--- config.mk ---
export PLATFORM = sky130hd
export DESIGN_NAME = alu_packet_engine
export DESIGN_NICKNAME = d
export VERILOG_FILES = /design/src/rtl/alu_packet_engine.sv
export SDC_FILE = /design/constraint.sdc
export NUM_CORES = 2
export LEC_CHECK = 0
export ABC_AREA = 1
export BUFFER_PORTS_ARGS = -buffer_cell sky130_fd_sc_hd__buf_2
export CORE_ASPECT_RATIO = 1.25
export CORE_MARGIN = 2
export CORE_UTILIZATION = 25
export DETAILED_ROUTE_END_ITERATION = 6
export SLEW_MARGIN = 25
export SYNTH_ARGS = -nofsm -noshare
export SYNTH_HDL_FRONTEND = slang
export SYNTH_SLANG_ARGS = --single-unit
--- constraint.sdc ---
create_clock -name clk_i -period 8.29 [get_ports clk_i]
set_input_delay 0.829 -clock clk_i [delete_from_list [all_inputs] [get_ports clk_i]]
set_output_delay 0.829 -clock clk_i [all_outputs]
set_load 0.02 [all_outputs]
--- src/rtl/alu_packet_engine.sv ---
// alu_packet_engine
//   Byte-stream command processor sitting between a UART receiver and transmitter.
//   Parses length-framed packets {opcode, rsvd, len_lo, len_hi, payload}.
//   It answers with one of three things:
//     - the echoed payload (0xEC),
//     - an N-operand ADD (0xA0) or MUL (0xA1) result, DATA_W/8 bytes sent LSB first,
//     - a single ERR_BYTE when the packet is rejected.
//   LEN = {len_hi, len_lo} counts the whole packet, header included.
//
// Ports
//   clk_i        clock
//   rst_ni       asynchronous active-low reset
//   in_data_i    RX byte
//   in_valid_i   RX byte valid
//   in_ready_o   RX byte accepted when valid & ready
//   out_data_o   TX byte
//   out_valid_o  TX byte valid (held with out_data_o until out_ready_i)
//   out_ready_i  TX sink ready
//   busy_o       high whenever the engine is not idle
//   err_o        one-cycle pulse when a packet is rejected
//   pkt_done_o   one-cycle pulse on the last response byte accept (or echo with LEN==4)
module alu_packet_engine #(
  parameter int unsigned DATA_W   = 32,
  parameter int unsigned MAX_LEN  = 256,
  parameter bit          MUL_EN   = 1'b1,
  parameter logic [7:0]  ERR_BYTE = 8'hEE
) (
  input  logic       clk_i,
  input  logic       rst_ni,
  input  logic [7:0] in_data_i,
  input  logic       in_valid_i,
  output logic       in_ready_o,
  output logic [7:0] out_data_o,
  output logic       out_valid_o,
  input  logic       out_ready_i,
  output logic       busy_o,
  output logic       err_o,
  output logic       pkt_done_o
);

  localparam int unsigned NBYTES = DATA_W / 8;
  localparam int unsigned IDXW   = (NBYTES > 1) ? $clog2(NBYTES) : 1;
  localparam logic [IDXW-1:0] LAST_IDX = IDXW'(NBYTES - 1);

  typedef enum logic [3:0] {
    IDLE, RSVD, LEN_LO, LEN_HI, ECHO, OPERAND, RESULT, DRAIN, ERR_TX
  } state_e;

  state_e            state_q, state_d;
  logic [7:0]        opcode_q, opcode_d;
  logic [7:0]        lenLo_q, lenLo_d;
  logic [15:0]       remain_q, remain_d;
  logic [IDXW-1:0]   byteIdx_q, byteIdx_d;
  logic [DATA_W-1:0] word_q, word_d;
  logic [DATA_W-1:0] acc_q, acc_d;
  logic              firstWord_q, firstWord_d;
  logic              err_q, err_d;

  logic [15:0]       lenFull;
  logic [15:0]       payloadLen;
  logic              isEcho, isAdd, isMul, isAlu;
  logic              aluLenOk, lenErr, pktErr;
  logic [DATA_W-1:0] wordNext;
  logic [DATA_W-1:0] aluResult;
  logic [7:0]        resByte;

  // Header decode uses the length high byte straight off the bus so the branch
  // out of LEN_HI happens on the same edge that accepts it.
  always_comb begin
    lenFull    = {in_data_i, lenLo_q};
    payloadLen = lenFull - 16'd4;
    isEcho     = (opcode_q == 8'hEC);
    isAdd      = (opcode_q == 8'hA0);
    isMul      = (opcode_q == 8'hA1) && MUL_EN;
    isAlu      = isAdd || isMul;
    aluLenOk   = (lenFull > 16'd4) && ((payloadLen % 16'(NBYTES)) == 16'd0);
    lenErr     = (lenFull < 16'd4) || (lenFull > 16'(MAX_LEN));
    pktErr     = lenErr || !(isEcho || isAlu) || (isAlu && !aluLenOk);
  end

  // Little-endian word assembly: the incoming byte drops into the slot picked by
  // byteIdx_q; the completed word is folded into acc on the same edge.
  always_comb begin
    wordNext = word_q;
    wordNext[{byteIdx_q, 3'b000} +: 8] = in_data_i;
    aluResult = isMul ? (acc_q * wordNext) : (acc_q + wordNext);
    resByte   = acc_q[{byteIdx_q, 3'b000} +: 8];
  end

  always_comb begin
    state_d     = state_q;
    opcode_d    = opcode_q;
    lenLo_d     = lenLo_q;
    remain_d    = remain_q;
    byteIdx_d   = byteIdx_q;
    word_d      = word_q;
    acc_d       = acc_q;
    firstWord_d = firstWord_q;
    in_ready_o  = 1'b0;
    out_valid_o = 1'b0;
    out_data_o  = 8'h00;
    pkt_done_o  = 1'b0;

    case (state_q)
      IDLE: begin
        in_ready_o = 1'b1;
        if (in_valid_i) begin
          opcode_d = in_data_i;
          state_d  = RSVD;
        end
      end
      RSVD: begin
        in_ready_o = 1'b1;
        if (in_valid_i) state_d = LEN_LO;
      end
      LEN_LO: begin
        in_ready_o = 1'b1;
        if (in_valid_i) begin
          lenLo_d = in_data_i;
          state_d = LEN_HI;
        end
      end
      LEN_HI: begin
        in_ready_o = 1'b1;
        if (in_valid_i) begin
          remain_d    = payloadLen;
          byteIdx_d   = '0;
          firstWord_d = 1'b1;
          if (pktErr) begin
            state_d = (lenFull > 16'd4) ? DRAIN : ERR_TX;
          end else if (isEcho) begin
            if (lenFull == 16'd4) begin
              pkt_done_o = 1'b1;
              state_d    = IDLE;
            end else begin
              state_d = ECHO;
            end
          end else begin
            state_d = OPERAND;
          end
        end
      end
      ECHO: begin
        out_data_o  = in_data_i;
        out_valid_o = in_valid_i;
        in_ready_o  = out_ready_i;
        if (in_valid_i && out_ready_i) begin
          remain_d = remain_q - 16'd1;
          if (remain_q == 16'd1) begin
            pkt_done_o = 1'b1;
            state_d    = IDLE;
          end
        end
      end
      OPERAND: begin
        in_ready_o = 1'b1;
        if (in_valid_i) begin
          word_d   = wordNext;
          remain_d = remain_q - 16'd1;
          if (byteIdx_q == LAST_IDX) begin
            byteIdx_d   = '0;
            acc_d       = firstWord_q ? wordNext : aluResult;
            firstWord_d = 1'b0;
          end else begin
            byteIdx_d = byteIdx_q + 1'b1;
          end
          if (remain_q == 16'd1) state_d = RESULT;
        end
      end
      RESULT: begin
        out_valid_o = 1'b1;
        out_data_o  = resByte;
        if (out_ready_i) begin
          if (byteIdx_q == LAST_IDX) begin
            byteIdx_d  = '0;
            pkt_done_o = 1'b1;
            state_d    = IDLE;
          end else begin
            byteIdx_d = byteIdx_q + 1'b1;
          end
        end
      end
      DRAIN: begin
        in_ready_o = 1'b1;
        if (in_valid_i) begin
          remain_d = remain_q - 16'd1;
          if (remain_q == 16'd1) state_d = ERR_TX;
        end
      end
      ERR_TX: begin
        out_valid_o = 1'b1;
        out_data_o  = ERR_BYTE;
        if (out_ready_i) state_d = IDLE;
      end
      default: state_d = IDLE;
    endcase
  end

  // err_o is registered so it pulses in the first cycle spent in ERR_TX.
  assign err_d  = (state_d == ERR_TX) && (state_q != ERR_TX);
  assign err_o  = err_q;
  assign busy_o = (state_q != IDLE);

  always_ff @(posedge clk_i or negedge rst_ni) begin
    if (!rst_ni) begin
      state_q     <= IDLE;
      opcode_q    <= 8'h00;
      lenLo_q     <= 8'h00;
      remain_q    <= 16'd0;
      byteIdx_q   <= '0;
      word_q      <= '0;
      acc_q       <= '0;
      firstWord_q <= 1'b0;
      err_q       <= 1'b0;
    end else begin
      state_q     <= state_d;
      opcode_q    <= opcode_d;
      lenLo_q     <= lenLo_d;
      remain_q    <= remain_d;
      byteIdx_q   <= byteIdx_d;
      word_q      <= word_d;
      acc_q       <= acc_d;
      firstWord_q <= firstWord_d;
      err_q       <= err_d;
    end
  end

endmodule

==> run summary <==
asr flop ratio synth = 100%
max-slew violations = 0
Worst R2R Start = byteIdx_q[0]$_DFFE_PN0P_
vias in the first global route = 22100
Post-Syn Nets = 3691
sequential area share after synthesis = 11.1%
Reg clk slew, reported paths = 0.09 ns
Post-Syn Area = 23500 um^2
most used cell, CP = fa_1
worst r2r path cells = 32
DP Worst Slack = 0.0600 ns
worst reg-to-reg setup slack = 0.30 ns
largest net degree at the start of global routing = 57
Hold Crit Depth = 2
run status = completed
EDFF count, synth = 0
Critical Path AT = 8.26 ns
#FFs+latches synth = 104
dominant cell type by area after synthesis = fa_1
Hold Crit Class = flip-flop to flip-flop
cell with the most instances after synthesis = inv_1
max cap viols = 0
TritonCTS clock tree = built
CTS H-tree lvls = 3
Site Rows = 125
DRC = 0
clock root buffer = clkbuf_16
Pre-antenna DRT Iters = 5
DR vias/cell = 4.88
Critical-path top delay cell = fa_1
area share of the largest cell type after synthesis = 34.9%
detailed-placement wirelength estimate = 73.7 mm
Layout Nets = 3791
Worst Max-Slew Pin Slew = 0.879 ns
detailed-route via count = 21500
reg-to-reg endpoint = acc_q[31]$_DFFE_PN0P_
Tmin final = 7.99 ns
Die Area = 96400 um^2
Worst Setup End Kind = flip-flop
worst clock skew = 0.0159 ns
Clk Latency, worst-skew pair = 0.38 ns
WP data required = 8.56 ns
first-pass GRT wire length = 138 mm
Critical Path Source = byteIdx_q[0]$_DFFE_PN0P_
initial antenna violation count = 0
WL/cell = 20.6 um
die height = 347 um
synth unique cells = 60
Die Width = 278 um
Antenna diodes = 0
top cells by count, synth = 599 x inv_1, 592 x nand2_1, 431 x nor2_1
Worst slew margin = 40.8%
input/output buffers = 24
critical path peak fanout = 9
# hold bufs at CTS = 0
Synth Warn # = 0
Global Route Usage Sum = 19.1%
CTS buffer count = 9
area grow syn2layout = 12.9%
Post-Route WL = 90.9 mm
Num Clock Sinks = 104
Fin. Hold Viols = 0
synthesized area per cell = 7.56 um^2
share of cells above drive strength 1 = 9.35%
Critical Path End = acc_q[31]$_DFFE_PN0P_
worst setup margin = 0.303 ns
Setup Viol. Count Final = 0
period utilisation layout = 96.3%
CP startpoint kind = flip-flop
final RePlAce weighted congestion = 1.01
Initial Util = 25.2%
CTS Buffer Depth = 2
Crit Path Class = flip-flop to flip-flop
ANT nets after route = 0
Max stage delay on crit path = 0.56 ns
grt total ovfl = 0
Core ar. = 93100 um^2
initial drt markers = 1939
predominant post-synthesis flop cell = dfrtp_1
Ports = 25
Max Fclk = 0.125 GHz
largest cells by area after synthesis = fa_1 35%, dfrtp_1 11%, inv_1 9.6%, nand2_1 9.5%, ha_1 8.8%
Synth Instances = 3105
[layout make-up]
type	count	area, um^2
fill	10100	66600
multi-input combinational	2262	18200
sequential	104	2600
inverter	621	2360
timing repair buffer	206	1580
tap	1206	1510
clock buffer	10	229
clock inverter	5	65.1
timing repair inverter	1	7.51
[cell families (layout without fill, tap and decap cells)]
| family | Yosys count | count (layout) | share of synthesized area (%) |
|---|---|---|---|
| AOI/OAI and AO/OA | 432 | 432 | 10.8 |
| buffers and inverters | 739 | 843 | 12.0 |
| adders and majority gates | 574 | 574 | 43.7 |
| and+or+nand+nor | 1221 | 1221 | 21.1 |
| xor gates and xnor gates | 35 | 35 | 1.31 |
| DFF | 104 | 104 | 11.1 |
[stage by stage]
step / area [um^2] / utilization [%] / hold slack (ns) / std cells / TNS [ns]
after floorplan: 23500 / - / 0.442 / 3105 / 0
after global placement: 26000 / 27.9 / 0.467 / 4385 / 0
after detailed placement: 26000 / 27.9 / 0.472 / 4385 / 0
after CTS: 26300 / 28.2 / 0.491 / 4400 / 0
after global routing: 26500 / 28.5 / 0.509 / 4415 / -0.00371
final: 26500 / 28.5 / 0.490 / 4415 / 0
[layout by cell type, fill, tap and decap left out, types with 6 or more instances in the layout]
cell type   count
dfrtp_1       104
clkinvlp_4      8
buf_4         175
fa_1          408
ha_1          161
clkbuf_16       9
o211ai_1       22
buf_2          23
o21ai_0       178
buf_12          6
nor3_1         15
o21a_1          8
xor2_1         26
nand3_1       109
nand2_1       589
nor2_2          6
xnor2_1         9
nand2_2        16
nor2_1        429
o22ai_1        14
a21oi_1       132
a31oi_1         8
nand4_1        20
inv_1         592
nand3b_1       11
o21ai_1         8
nor4_1         10
clkinv_1       16
inv_2           6
o21bai_1        7
[repair_timing]
action                                  4_1_cts  5_1_grt
setup buffers                                 0       14
gates resized for setup                       0       37
endpoints found under the setup margin        0       11
[sequential cells by signal (all words and copies together), names as in the netlist]
name / cells
acc_q: 32
byteIdx_q: 2
err_o: 1
firstWord_q: 1
lenLo_q: 8
opcode_q: 8
remain_q: 16
state_q: 4
word_q: 32
[critical path, delay by kind of cell (launching register included)]
family,cells,cell delay (ns)
AO/OA/AOI/OAI,4,0.63
adder cells (fa/ha/maj),10,4.80
buffers and inverters,9,1.11
flip-flops,1,0.41
AND/OR/NAND/NOR,9,0.90
[how the worst min path moves through the flow]
stage / end / slack [ns] / start
3_5_place_dp: word_q[31]$_DFFE_PN0P_ / 0.47 / word_q[31]$_DFFE_PN0P_
5_1_grt: word_q[15]$_DFFE_PN0P_ / 0.51 / word_q[15]$_DFFE_PN0P_
4_1_cts: word_q[31]$_DFFE_PN0P_ / 0.49 / word_q[31]$_DFFE_PN0P_
3_3_place_gp: word_q[15]$_DFFE_PN0P_ / 0.47 / word_q[15]$_DFFE_PN0P_
2_1_floorplan: word_q[31]$_DFFE_PN0P_ / 0.44 / word_q[31]$_DFFE_PN0P_
6_report: word_q[31]$_DFFE_PN0P_ / 0.49 / word_q[31]$_DFFE_PN0P_
[per-layer routing]
metal	vias up	part of all wire [%]	GRT usage (%)	wire, um
met5	-	0	0	0
met4	0	6.5	10.6	5940
met3	260	5.9	1.65	5360
met2	906	48	32.6	43900
met1	10700	39	23.7	35700
li1	9727	-	-	-
Power is not shown: default switching activity piles up to over one toggle a cycle in this logic, so the estimate is an artifact.
